<file path="src/rtl/hit_event_manager_if.sv">
// Split-request handshake between the hit event manager (master) and the
// bubble controller (slave): request with hit coordinates, held until acknowledged.
interface hit_event_manager_if;
   logic        splitReq;
   logic        splitAck;
   logic [10:0] splitX;
   logic [10:0] splitY;

   modport master (output splitReq, output splitX, output splitY, input splitAck);
   modport slave  (input splitReq, input splitX, input splitY, output splitAck);
endinterface

</file>
<file path="src/rtl/hit_event_manager.sv">
// Accumulates per-pixel collision flags over a video frame and commits them at
// startOfFrame: life bookkeeping with invulnerability, arrow retract, split request.
module hit_event_manager #(
   parameter int unsigned START_LIVES   = 3,
   parameter int unsigned INVULN_FRAMES = 60
) (
   input  logic                       clk,
   input  logic                       resetN,
   input  logic                       startOfFrame,
   input  logic                       bubbleHitChar,
   input  logic                       arrowHitBubble,
   input  logic [10:0]                pixelX,
   input  logic [10:0]                pixelY,
   output logic                       charHitPulse,
   output logic                       arrowReset,
   output logic [2:0]                 livesLeft,
   output logic                       invulnerable,
   output logic                       gameOver,
   hit_event_manager_if.master        split_if
);

   typedef enum logic {
      IDLE = 1'b0,
      REQ  = 1'b1
   } split_state_e;

   localparam logic [2:0] LIVES_INIT = 3'(START_LIVES);
   localparam logic [7:0] INV_LOAD   = 8'(INVULN_FRAMES);

   split_state_e state_q, state_d;

   logic        char_latch_q,     char_latch_d;
   logic        arrow_latch_q,    arrow_latch_d;
   logic [10:0] hit_x_q,          hit_x_d;
   logic [10:0] hit_y_q,          hit_y_d;
   logic [2:0]  lives_q,          lives_d;
   logic [7:0]  inv_cnt_q,        inv_cnt_d;
   logic        invulnerable_q,   invulnerable_d;
   logic        game_over_q,      game_over_d;
   logic        char_hit_pulse_q, char_hit_pulse_d;
   logic        arrow_reset_q,    arrow_reset_d;
   logic        split_req_q,      split_req_d;
   logic [10:0] split_x_q,        split_x_d;
   logic [10:0] split_y_q,        split_y_d;

   logic char_commit;
   logic arrow_commit;

   // Commits are judged on the latches of the frame that just ended (the _q
   // values); this cycle's flags only seed the new frame's latches.
   assign char_commit  = startOfFrame & char_latch_q & ~invulnerable_q
                       & ~game_over_q & (lives_q != 3'd0);
   assign arrow_commit = startOfFrame & arrow_latch_q & ~game_over_q;

   always_comb begin
      // NOTE: every _d gets a default first so no path leaves it unassigned,
      // which would otherwise infer a latch.
      state_d          = state_q;
      char_latch_d     = char_latch_q;
      arrow_latch_d    = arrow_latch_q;
      hit_x_d          = hit_x_q;
      hit_y_d          = hit_y_q;
      lives_d          = lives_q;
      inv_cnt_d        = inv_cnt_q;
      game_over_d      = game_over_q;
      char_hit_pulse_d = 1'b0;
      arrow_reset_d    = 1'b0;
      split_x_d        = split_x_q;
      split_y_d        = split_y_q;

      if (startOfFrame) begin
         char_latch_d  = bubbleHitChar;
         arrow_latch_d = arrowHitBubble;
         hit_x_d       = pixelX;
         hit_y_d       = pixelY;
      end else begin
         char_latch_d = char_latch_q | bubbleHitChar;
         if (arrowHitBubble && !arrow_latch_q) begin
            arrow_latch_d = 1'b1;
            hit_x_d       = pixelX;
            hit_y_d       = pixelY;
         end
      end

      if (char_commit) begin
         lives_d          = lives_q - 3'd1;
         char_hit_pulse_d = 1'b1;
         inv_cnt_d        = INV_LOAD;
         if (lives_q == 3'd1) game_over_d = 1'b1;
      end else if (startOfFrame && inv_cnt_q != 8'd0) begin
         inv_cnt_d = inv_cnt_q - 8'd1;
      end

      // The arrow always retracts on a live commit, even if the split is dropped.
      arrow_reset_d = arrow_commit;

      unique case (state_q)
         IDLE: begin
            if (arrow_commit) begin
               state_d   = REQ;
               split_x_d = hit_x_q;
               split_y_d = hit_y_q;
            end
         end
         REQ: begin
            if (split_if.splitAck) state_d = IDLE;
         end
         default: state_d = IDLE;
      endcase

      split_req_d    = (state_d == REQ);
      invulnerable_d = (inv_cnt_d != 8'd0);
   end

   always_ff @(posedge clk or negedge resetN) begin
      if (!resetN) begin
         state_q          <= IDLE;
         char_latch_q     <= 1'b0;
         arrow_latch_q    <= 1'b0;
         hit_x_q          <= '0;
         hit_y_q          <= '0;
         lives_q          <= LIVES_INIT;
         inv_cnt_q        <= '0;
         invulnerable_q   <= 1'b0;
         game_over_q      <= 1'b0;
         char_hit_pulse_q <= 1'b0;
         arrow_reset_q    <= 1'b0;
         split_req_q      <= 1'b0;
         split_x_q        <= '0;
         split_y_q        <= '0;
      end else begin
         // NOTE: non-blocking assignments so every flop samples pre-edge values.
         state_q          <= state_d;
         char_latch_q     <= char_latch_d;
         arrow_latch_q    <= arrow_latch_d;
         hit_x_q          <= hit_x_d;
         hit_y_q          <= hit_y_d;
         lives_q          <= lives_d;
         inv_cnt_q        <= inv_cnt_d;
         invulnerable_q   <= invulnerable_d;
         game_over_q      <= game_over_d;
         char_hit_pulse_q <= char_hit_pulse_d;
         arrow_reset_q    <= arrow_reset_d;
         split_req_q      <= split_req_d;
         split_x_q        <= split_x_d;
         split_y_q        <= split_y_d;
      end
   end

   assign charHitPulse     = char_hit_pulse_q;
   assign arrowReset       = arrow_reset_q;
   assign livesLeft        = lives_q;
   assign invulnerable     = invulnerable_q;
   assign gameOver         = game_over_q;
   assign split_if.splitReq = split_req_q;
   assign split_if.splitX   = split_x_q;
   assign split_if.splitY   = split_y_q;

endmodule

</file>
<file path="src/flat_wrapper.sv">
// flat-port wrapper written by rule: the top's interface ports become plain ports
module hit_event_manager_flat 
#(
   parameter int unsigned START_LIVES   = 3,
   parameter int unsigned INVULN_FRAMES = 60
)
  (clk, resetN, startOfFrame, bubbleHitChar, arrowHitBubble, pixelX, pixelY, charHitPulse, arrowReset, livesLeft, invulnerable, gameOver, split_if_splitReq, split_if_splitX, split_if_splitY, split_if_splitAck);
  hit_event_manager_if split_if_i ();
  input  logic clk;
  input  logic resetN;
  input  logic startOfFrame;
  input  logic bubbleHitChar;
  input  logic arrowHitBubble;
  input  logic [10:0] pixelX;
  input  logic [10:0] pixelY;
  output logic charHitPulse;
  output logic arrowReset;
  output logic [2:0] livesLeft;
  output logic invulnerable;
  output logic gameOver;
  output wire logic [$bits(split_if_i.splitReq)-1:0] split_if_splitReq;
  output wire logic [$bits(split_if_i.splitX)-1:0] split_if_splitX;
  output wire logic [$bits(split_if_i.splitY)-1:0] split_if_splitY;
  input wire logic [$bits(split_if_i.splitAck)-1:0] split_if_splitAck;
  assign split_if_splitReq = split_if_i.splitReq;
  assign split_if_splitX = split_if_i.splitX;
  assign split_if_splitY = split_if_i.splitY;
  assign split_if_i.splitAck = split_if_splitAck;
  hit_event_manager #(.START_LIVES(START_LIVES), .INVULN_FRAMES(INVULN_FRAMES)) u_core (.clk(clk), .resetN(resetN), .startOfFrame(startOfFrame), .bubbleHitChar(bubbleHitChar), .arrowHitBubble(arrowHitBubble), .pixelX(pixelX), .pixelY(pixelY), .charHitPulse(charHitPulse), .arrowReset(arrowReset), .livesLeft(livesLeft), .invulnerable(invulnerable), .gameOver(gameOver), .split_if(split_if_i));
endmodule
</file>
<file path="config.mk">
export PLATFORM = sky130hd
export DESIGN_NAME = hit_event_manager_flat
export DESIGN_NICKNAME = d
export VERILOG_FILES = /design/src/rtl/hit_event_manager_if.sv /design/src/rtl/hit_event_manager.sv /design/src/flat_wrapper.sv
export SDC_FILE = /design/constraint.sdc
export NUM_CORES = 1
export LEC_CHECK = 0
export BUFFER_PORTS_ARGS = -buffer_cell sky130_fd_sc_hd__buf_4
export CELL_PAD_IN_SITES_DETAIL_PLACEMENT = 1
export CELL_PAD_IN_SITES_GLOBAL_PLACEMENT = 2
export CORE_MARGIN = 4
export CORE_UTILIZATION = 32
export DETAILED_ROUTE_END_ITERATION = 7
export PLACE_DENSITY = 0.74
export SYNTH_ARGS = -nofsm -noshare
export SYNTH_HDL_FRONTEND = slang
export SYNTH_SLANG_ARGS = --single-unit
export TNS_END_PERCENT = 1
</file>
<file path="constraint.sdc">
create_clock -name clk -period 1.65 [get_ports clk]
set_input_delay 0.2475 -clock clk [delete_from_list [all_inputs] [get_ports clk]]
set_output_delay 0.2475 -clock clk [all_outputs]
set_load 0.05 [all_outputs]
</file>
==> run metrics, run 1 <==
status finished, violations left; failing checks negative setup slack; Initial Util 32.7%; area of the multi-input gates 993 µm²; H-Tree Level Count 3; Die W 96.7 µm; final hold violation count 0; largest family of logic cells by synthesized area multiplexers; I/O pin cnt 58; post-synth net total 210; top-area cell type share of the netlist area 59.7%; most common cell after layout, fill and taps aside buf_4; DRT antenna net count 0; total track usage 13.6%; RSZ-0062 raised after global routing true; fin cells 379; # fillers 829; vias in the first global route 1942; PD cells 2030 nW/µm²; CP Launch Type register; FF+latch count, synth 62; Mapped Cells 177; post-synthesis xor/xnor area fraction 1.39%; EDFF count, synth 0; Reg area 1560 µm²; TritonCTS clock tree built; initial detailed-routing violation count 55; Area contributors post-synth dfrtp_1 60%, mux2_2 20%, ha_1 2.5%, dfstp_2 2.1%, nand2_1 1.3%; post-synthesis simple-gate area fraction 6.82%; Slew Viols, Final 0; Placed Cells 360; # clock sinks 62; Leak 1.66 nW; Power Total 7.40 mW; Synth Area in Compound Gates 4.98%; Vias 1741; cell area after synthesis 2510 µm²; nature of the critical path endpoint register; Synth cell types 33; Adder-Cell Fraction of Synth Area 2.49%; RePlAce Congestion 0.790; Setup Crit Path Kind reg2reg; Final setup violation count 2; mux share of post-synthesis cell area 20.5%; first-pass GRT wire length 9950 µm; min Tclk post-route 1.77 ns; Cell Rows 32; Vias per Instance 4.59; WL/cell 15.7 µm; drt pass-1 iters 4; final WL 5960 µm; peak supply drop 0.710 mV; worst hold path type in2reg; Synth area leader dfrtp_1; die area 9340 µm²; Worst Max-Slew Pin Slew 0.412 ns; Rel. slew slack 72.5%; Worst-path clk slew 0.07 ns; grt ovf 0; sequential group share of total power 31.8%; Crit path required time 1.92 ns; CP Max Fanout 4; Buffers on Ports 57; DRC viols 0; # diodes 0; Post-synth ARST share 100%; share of power burned in combinational logic 46.5%; initial antenna violation count 0; share of cells above drive strength 1 63.2%; Min Hold Slack 0.0845 ns; Final WS setup -0.116 ns; Cell Area, Placed 3310 µm²; Max Cap Violations 0; nets 305; register area share after synthesis 61.8%; clock skew 0.00717 ns; Clock Power Share 21.6%; most frequent cells in the layout 83 x buf_4, 58 x dfrtp_1, 44 x mux2_2, 9 x clkbuf_8, 8 x nand2_1; HPWL Detailed 4210 µm; TritonCTS Buffers 9; Ys Warns 0; Sw Share 40.0%; Layout area overhead 44.7%; CTS root buf clkbuf_8; Synth Flop Type dfrtp_1; fmax 0.566 GHz; NetSw 2.96 mW; CTS max path bufs 2; post-route cell area 3640 µm²; Core Box Area 7690 µm²; largest net degree at the start of global routing 33; arrival time worst endpoint 2.04 ns; worst-skew pair later-pin latency 0.34 ns; Die Y 96.7 µm; Internal 4.44 mW; Mapped Avg Cell Area 14.2 µm²; fin crit share 107%
logic make-up after synthesis:
logic type / after synthesis
flip-flops: 62
multiplexers: 46
AND/OR/NAND/NOR: 29
AO/OA/AOI/OAI: 18
buffers and inverters: 13
adder cells (fa/ha/maj): 5
XOR/XNOR: 4
cell usage after synthesis, types with 3 or more instances:
library cell,n
ha_1,5
nand2_1,9
mux2_2,44
or2_2,3
dfrtp_1,60
inv_1,8
nor2_1,4
o21ai_0,3
a21oi_1,5
a21o_1,3
xnor2_1,3
area by class of cell:
type	count	area share, %
timing repair buffer	88	18.9
clock buffer	10	3.51
multi-input combinational	102	27.3
sequential	62	42.8
tap	102	3.51
clock inverter	6	2.99
inverter	9	1.07
metal layers:
| layer | vias up | track usage [%] | wire [µm] | part of all wire, % |
|---|---|---|---|---|
| met2 | 48 | 22.0 | 2960 | 50 |
| met1 | 872 | 16.1 | 2600 | 44 |
| li1 | 814 | - | - | - |
| met3 | 7 | 5.70 | 310 | 5.2 |
| met4 | 0 | 5.51 | 89 | 1.5 |
| met5 | - | 0 | 0 | 0 |
flip-flops by register name, indices dropped and copies added (netlist names):
signal	cells
u_core.arrowReset	1
u_core.arrow_latch_q	1
u_core.charHitPulse	1
u_core.char_latch_q	1
u_core.gameOver	1
u_core.hit_x_q	11
u_core.hit_y_q	11
u_core.inv_cnt_q	8
u_core.invulnerable	1
u_core.livesLeft	3
u_core.split_if.splitX	11
u_core.split_if.splitY	11
u_core.state_q	1
critical path: stages, from the launching register on:
cell,delay (ns)
dfrtp_1,0.42
or4_4,0.56
or4_4,0.44
and4_4,0.18
nand4b_1,0.10
metrics by stage:
stage	setup slack, ns	TNS, ns	utilization [%]
final	-0.116	-0.138	47.3
after global routing	-0.180	-0.476	47.3
after CTS	-0.102	-0.147	46.8
after detailed placement	-0.160	-0.302	43.1
after global placement	-0.109	-0.193	43.1
after floorplan	-0.0766	-0.859	-
what timing repair did:
| action | CTS | global route |
|---|---|---|
| setup endpoints to repair | 7 | 12 |
| gates resized for setup | 7 | 13 |
| pin swaps | 5 | 3 |
| endpoints found under the hold margin | 29 | 0 |
| hold buffers | 1 | 0 |
| buffers inserted | 2 | 0 |
worst paths after layout:
path,cells past startpoint,slack (ns),endpoint,start
setup / recovery,4,-0.12,u_core.invulnerable,u_core.inv_cnt_q[4]
hold / removal,2,0.08,u_core.state_q,split_if_splitAck
setup reg to reg,4,-0.12,u_core.invulnerable,u_core.inv_cnt_q[4]
hold reg to reg,1,0.50,u_core.split_if.splitY[4],u_core.hit_y_q[4]
max in group asynchronous,3,0.68,u_core.livesLeft[1],resetN
min in group asynchronous,2,0.39,u_core.hit_y_q[5],resetN
power by group through the flow:
stage / clock network, mW / logic (mW) / registers (mW)
floorplan: 0 / 0.871 / 3.53
global placement: 0 / 3.24 / 2.34
detailed placement: 0 / 3.29 / 2.37
CTS: 1.65 / 3.39 / 2.35
global route: 1.73 / 3.69 / 2.43
finish: 1.60 / 3.44 / 2.36
(Power assumes the default switching activity.)
==> run 2, diff against run 1 <==
Settings changed: ABC_AREA from default to 1, CORE_UTILIZATION 32 to 29.
==> run metrics, run 2 <==
Synth area leader dfrtp_1; EDFF count, synth 0; HPWL Detailed 4530 µm; final WL 6350 µm; Vias 2090; WL/cell 13.3 µm; min Tclk post-route 1.64 ns; post-synthesis simple-gate area fraction 19.0%; total track usage 12.4%; Worst-path clk slew 0.07 ns; I/O pin cnt 58; RePlAce Congestion 0.748; Final WS setup 0.0111 ns; die area 10900 µm²; nature of the critical path endpoint register; fin cells 476; register area share after synthesis 57.4%; most common cell after layout, fill and taps aside nand2_1; count leader, synth nand2_1; Ys Warns 0; Cell Area, Placed 3350 µm²; FF+latch count, synth 62; Leak 1.90 nW; TritonCTS Buffers 9; Synth Flop Type dfrtp_1; Layout area overhead 34.7%; Post-Place Setup Slack -0.0352 ns; # fillers 1037; Adder-Cell Fraction of Synth Area 2.31%; worst-skew pair later-pin latency 0.33 ns; Vias per Instance 4.39; worst hold path type in2reg; peak supply drop 0.419 mV; initial detailed-routing violation count 46; first-pass GRT wire length 11100 µm; post-route cell area 3640 µm²; Crit path required time 1.87 ns; initial antenna violation count 0; fin crit share 99.3%; status finished, final reports clean; RSZ-0062 raised after global routing true; # diodes 0; post-synth net total 325; largest net degree at the start of global routing 46; mux share of post-synthesis cell area 0%; Die W 105 µm; Synth Area in Compound Gates 11.4%; clock skew 0.00587 ns; post-synthesis xor/xnor area fraction 0.648%; CTS max path bufs 2; Area contributors post-synth dfrtp_1 56%, nand2_1 11%, inv_1 6.1%, o21ai_0 5.0%, o21ai_2 3.6%; Initial Util 30.4%; # clock sinks 62; PD cells 1170 nW/µm²; CP Max Fanout 7; synth cell count leaders 80 x nand2_1, 60 x dfrtp_1, 44 x inv_1; Cell Rows 34; Rel. slew slack 70.5%; final hold violation count 0; H-Tree Level Count 3; CTS root buf clkbuf_8; TritonCTS clock tree built; nets 396; top-area cell type share of the netlist area 55.5%; CP Launch Type register; Mapped Cells 292; Mapped Avg Cell Area 9.26 µm²; Die Y 105 µm; share of cells above drive strength 1 33.4%; TNS Setup 0 ns; arrival time worst endpoint 1.86 ns; Max Cap Violations 0; Synth cell types 26; final design utilization 41.0%; Power Total 4.28 mW; most frequent cells in the layout 77 x nand2_1, 64 x buf_4, 60 x dfrtp_1, 41 x inv_1, 26 x o21ai_0; Core Box Area 8890 µm²; cell area after synthesis 2710 µm²; Buffers on Ports 57; DRC viols 0; grt ovf 0; Setup Crit Path Kind reg2reg; Post-synth ARST share 100%; Min Hold Slack 0.0991 ns; Placed Cells 457; Final setup violation count 0; largest family of logic cells by synthesized area simple AND/OR/NAND/NOR gates; Reg area 1550 µm²; area of the multi-input gates 975 µm²; DRT antenna net count 0; vias in the first global route 2240; drt pass-1 iters 4; fmax 0.610 GHz; Worst Max-Slew Pin Slew 0.442 ns; Slew Viols, Final 0
## run 2: cell types whose count changed in the layout (fill, tap and decap cells not counted), sizes merged, moves of 4 or more
cell	change
nor2	+11
or2	-4
nand2	+75
inv	+38
o21ai	+47
buf	-18
mux2	-44
nand3	+7
## run 2: layout make-up
class / count / area share (%)
inverters: 46 / 4.87
well taps: 108 / 3.71
repair buffers: 70 / 15.6
clock inverters: 6 / 2.99
flip-flops and latches: 62 / 42.6
clock buffers: 10 / 3.50
multi-input cells: 174 / 26.7
## run 2: per-layer routing
| layer | vias to the layer above | part of all wire [%] | global-route usage [%] |
|---|---|---|---|
| li1 | 1050 | - | - |
| met1 | 997 | 46 | 15.5 |
| met2 | 35 | 48 | 20.1 |
| met3 | 8 | 5.4 | 4.25 |
| met4 | 0 | 1.3 | 4.50 |
| met5 | - | 0 | 0 |
## run 2: logic make-up after synthesis
kind of cell    Yosys count
simple gates            114
flops                    62
buf+inv                  56
compound gates           53
xor+xnor                  2
fa+ha+maj                 5
## run 2: timing repair
action / in CTS / in global routing
hold buffers: 1 / 0
gates resized for setup: 7 / 3
cloned: 1 / 0
endpoints found under the setup margin: 2 / 5
setup buffers: 1 / 0
endpoints found under the hold margin: 29 / 0
pin swaps: 5 / 0
## run 2: path summary, 6_finish.rpt
kind	startpoint	endpoint	slack, ns	cells after the start
setup / recovery	u_core.livesLeft[0]	u_core.invulnerable	0.01	9
min in group asynchronous	resetN	u_core.hit_y_q[6]	0.40	2
hold / removal	split_if_splitAck	u_core.state_q	0.1	2
max in group asynchronous	resetN	u_core.hit_x_q[8]	0.73	3
setup reg to reg	u_core.livesLeft[0]	u_core.invulnerable	0.01	9
hold reg to reg	u_core.split_if.splitX[7]	u_core.split_if.splitX[7]	0.49	2
## run 2: worst max-delay path: stages, from the launching register on
cell	delay (ns)
dfstp_2	0.54
inv_2	0.05
ha_4	0.15
ha_4	0.15
nor3_4	0.15
nand3_4	0.16
nand3_2	0.12
nand2_2	0.05
nor2_1	0.09
nand2_1	0.06
## run 2: report_power, final
group	internal, mW	total, mW	switching, mW	leakage, nW
clock	1.00	1.61	0.601	0.121
combinational	0.354	0.883	0.529	0.995
sequential	1.66	1.79	0.133	0.787
==> run 3, diff against run 2 <==
Settings changed: BUFFER_PORTS_ARGS -buffer_cell sky130_fd_sc_hd__buf_4 to default, CORE_UTILIZATION 29 to 34, DONT_BUFFER_PORTS from default to 1.
==> run metrics, run 3 (same netlist as run 2, synthesis figures left out) <==
WL/cell 13.9 µm; fin crit share 98.4%; nets 343; first-pass GRT wire length 10200 µm; Placed Cells 398; CP Max Fanout 6; CTS max path bufs 2; grt ovf 0; RSZ-0062 raised after global routing true; share of cells above drive strength 1 22.9%; Worst Max-Slew Pin Slew 0.516 ns; min Tclk post-route 1.62 ns; post-route cell area 3180 µm²; worst hold path type in2async; Slew Viols, Final 0; drt pass-1 iters 4; worst-skew pair later-pin latency 0.33 ns; Crit path required time 1.87 ns; arrival time worst endpoint 1.84 ns; fin cells 417; Layout area overhead 17.7%; DRC viols 0; Worst-path clk slew 0.08 ns; peak supply drop 0.461 mV; final WL 5810 µm; vias in the first global route 2058; Min Hold Slack -0.401 ns; CTS root buf clkbuf_8; Max Cap Violations 0; Initial Util 35.0%; Buffers on Ports 0; TNS Setup 0 ns; Final setup violation count 0; Die Y 97.2 µm; initial detailed-routing violation count 94; final design utilization 41.2%; most frequent cells in the layout 77 x nand2_1, 60 x dfrtp_1, 39 x inv_1, 25 x o21ai_0; Cell Area, Placed 2940 µm²; # diodes 0; I/O pin cnt 58; total track usage 13.4%; Final WS setup 0.0256 ns; CP Launch Type register; CTS Hold Bufs 1; TritonCTS clock tree built; Post-Place Setup Slack -0.0208 ns; nature of the critical path endpoint register; Cell Rows 32; clock skew 0.0133 ns; fmax 0.616 GHz; HPWL Detailed 4130 µm; initial antenna violation count 0; largest net degree at the start of global routing 63; status finished, violations left; most common cell after layout, fill and taps aside nand2_1; failing checks negative hold slack; # clock sinks 62; PD cells 1170 nW/µm²; die area 9450 µm²; Rel. slew slack 65.6%; Vias 1897; DRT antenna net count 0; Core Box Area 7730 µm²; Leak 1.59 nW; H-Tree Level Count 3; Die W 97.2 µm; TritonCTS Buffers 9; final hold violation count 62; Setup Crit Path Kind reg2reg; RePlAce Congestion 0.731; Vias per Instance 4.55
-- run 3: area by class of cell --
class / count / area [µm²]
Clock buffer: 12 / 145
Clock inverter: 4 / 22.5
Fill cell: 897 / 4540
Inverter: 46 / 178
Multi-Input combinational cell: 174 / 998
Sequential cell: 62 / 1550
Tap cell: 102 / 128
Timing Repair Buffer: 17 / 159
-- run 3: what timing repair did --
| action | in CTS | in global routing |
|---|---|---|
| pin swaps | 1 | 6 |
| gates resized for setup | 1 | 15 |
| setup endpoints to repair | 3 | 5 |
| hold endpoints to repair | 63 | 62 |
| setup buffers | 0 | 2 |
-- run 3: stage by stage --
stage | hold slack (ns) | power, mW
floorplan | -0.0481 | 2.35
global placement | -0.0468 | 2.54
detailed placement | -0.0471 | 2.57
CTS | -0.419 | 3.75
global route | -0.423 | 4.03
finish | -0.401 | 3.73
-- run 3: power by group --
group	switching (mW)	internal [mW]
Combinational	0.471	0.313
Sequential	0.135	1.66
Clock	0.569	0.579
Total	1.18	2.55
-- run 3: worst max-delay path, cell delays in order (launching register included) --
cell	delay, ns
dfstp_2	0.54
inv_2	0.05
ha_4	0.16
ha_4	0.15
nor3_4	0.14
nand3_4	0.15
nand3_1	0.13
nand2_1	0.06
nor2_1	0.09
nand2_1	0.05
-- run 3: per-layer routing --
| metal | up-vias | GRT usage (%) | wire length (µm) |
|---|---|---|---|
| met2 | 36 | 20.6 | 2790 |
| met1 | 911 | 17.2 | 2590 |
| met4 | 0 | 5.51 | 80 |
| li1 | 943 | - | - |
| met3 | 7 | 4.52 | 344 |
| met5 | - | 0 | 0 |
-- run 3: worst paths after layout --
| check | start | endpoint | slack, ns | cells past startpoint |
|---|---|---|---|---|
| setup reg to reg | u_core.livesLeft[1] | u_core.invulnerable | 0.03 | 9 |
| min in group clk | startOfFrame | u_core.arrow_latch_q | 0.02 | 1 |
| max in group asynchronous | resetN | u_core.livesLeft[0] | 1.84 | 0 |
| hold reg to reg | u_core.hit_x_q[5] | u_core.split_if.splitX[5] | 0.51 | 2 |
| setup / recovery | u_core.livesLeft[1] | u_core.invulnerable | 0.03 | 9 |
| hold / removal | resetN | u_core.split_if.splitX[4] | -0.40 | 0 |
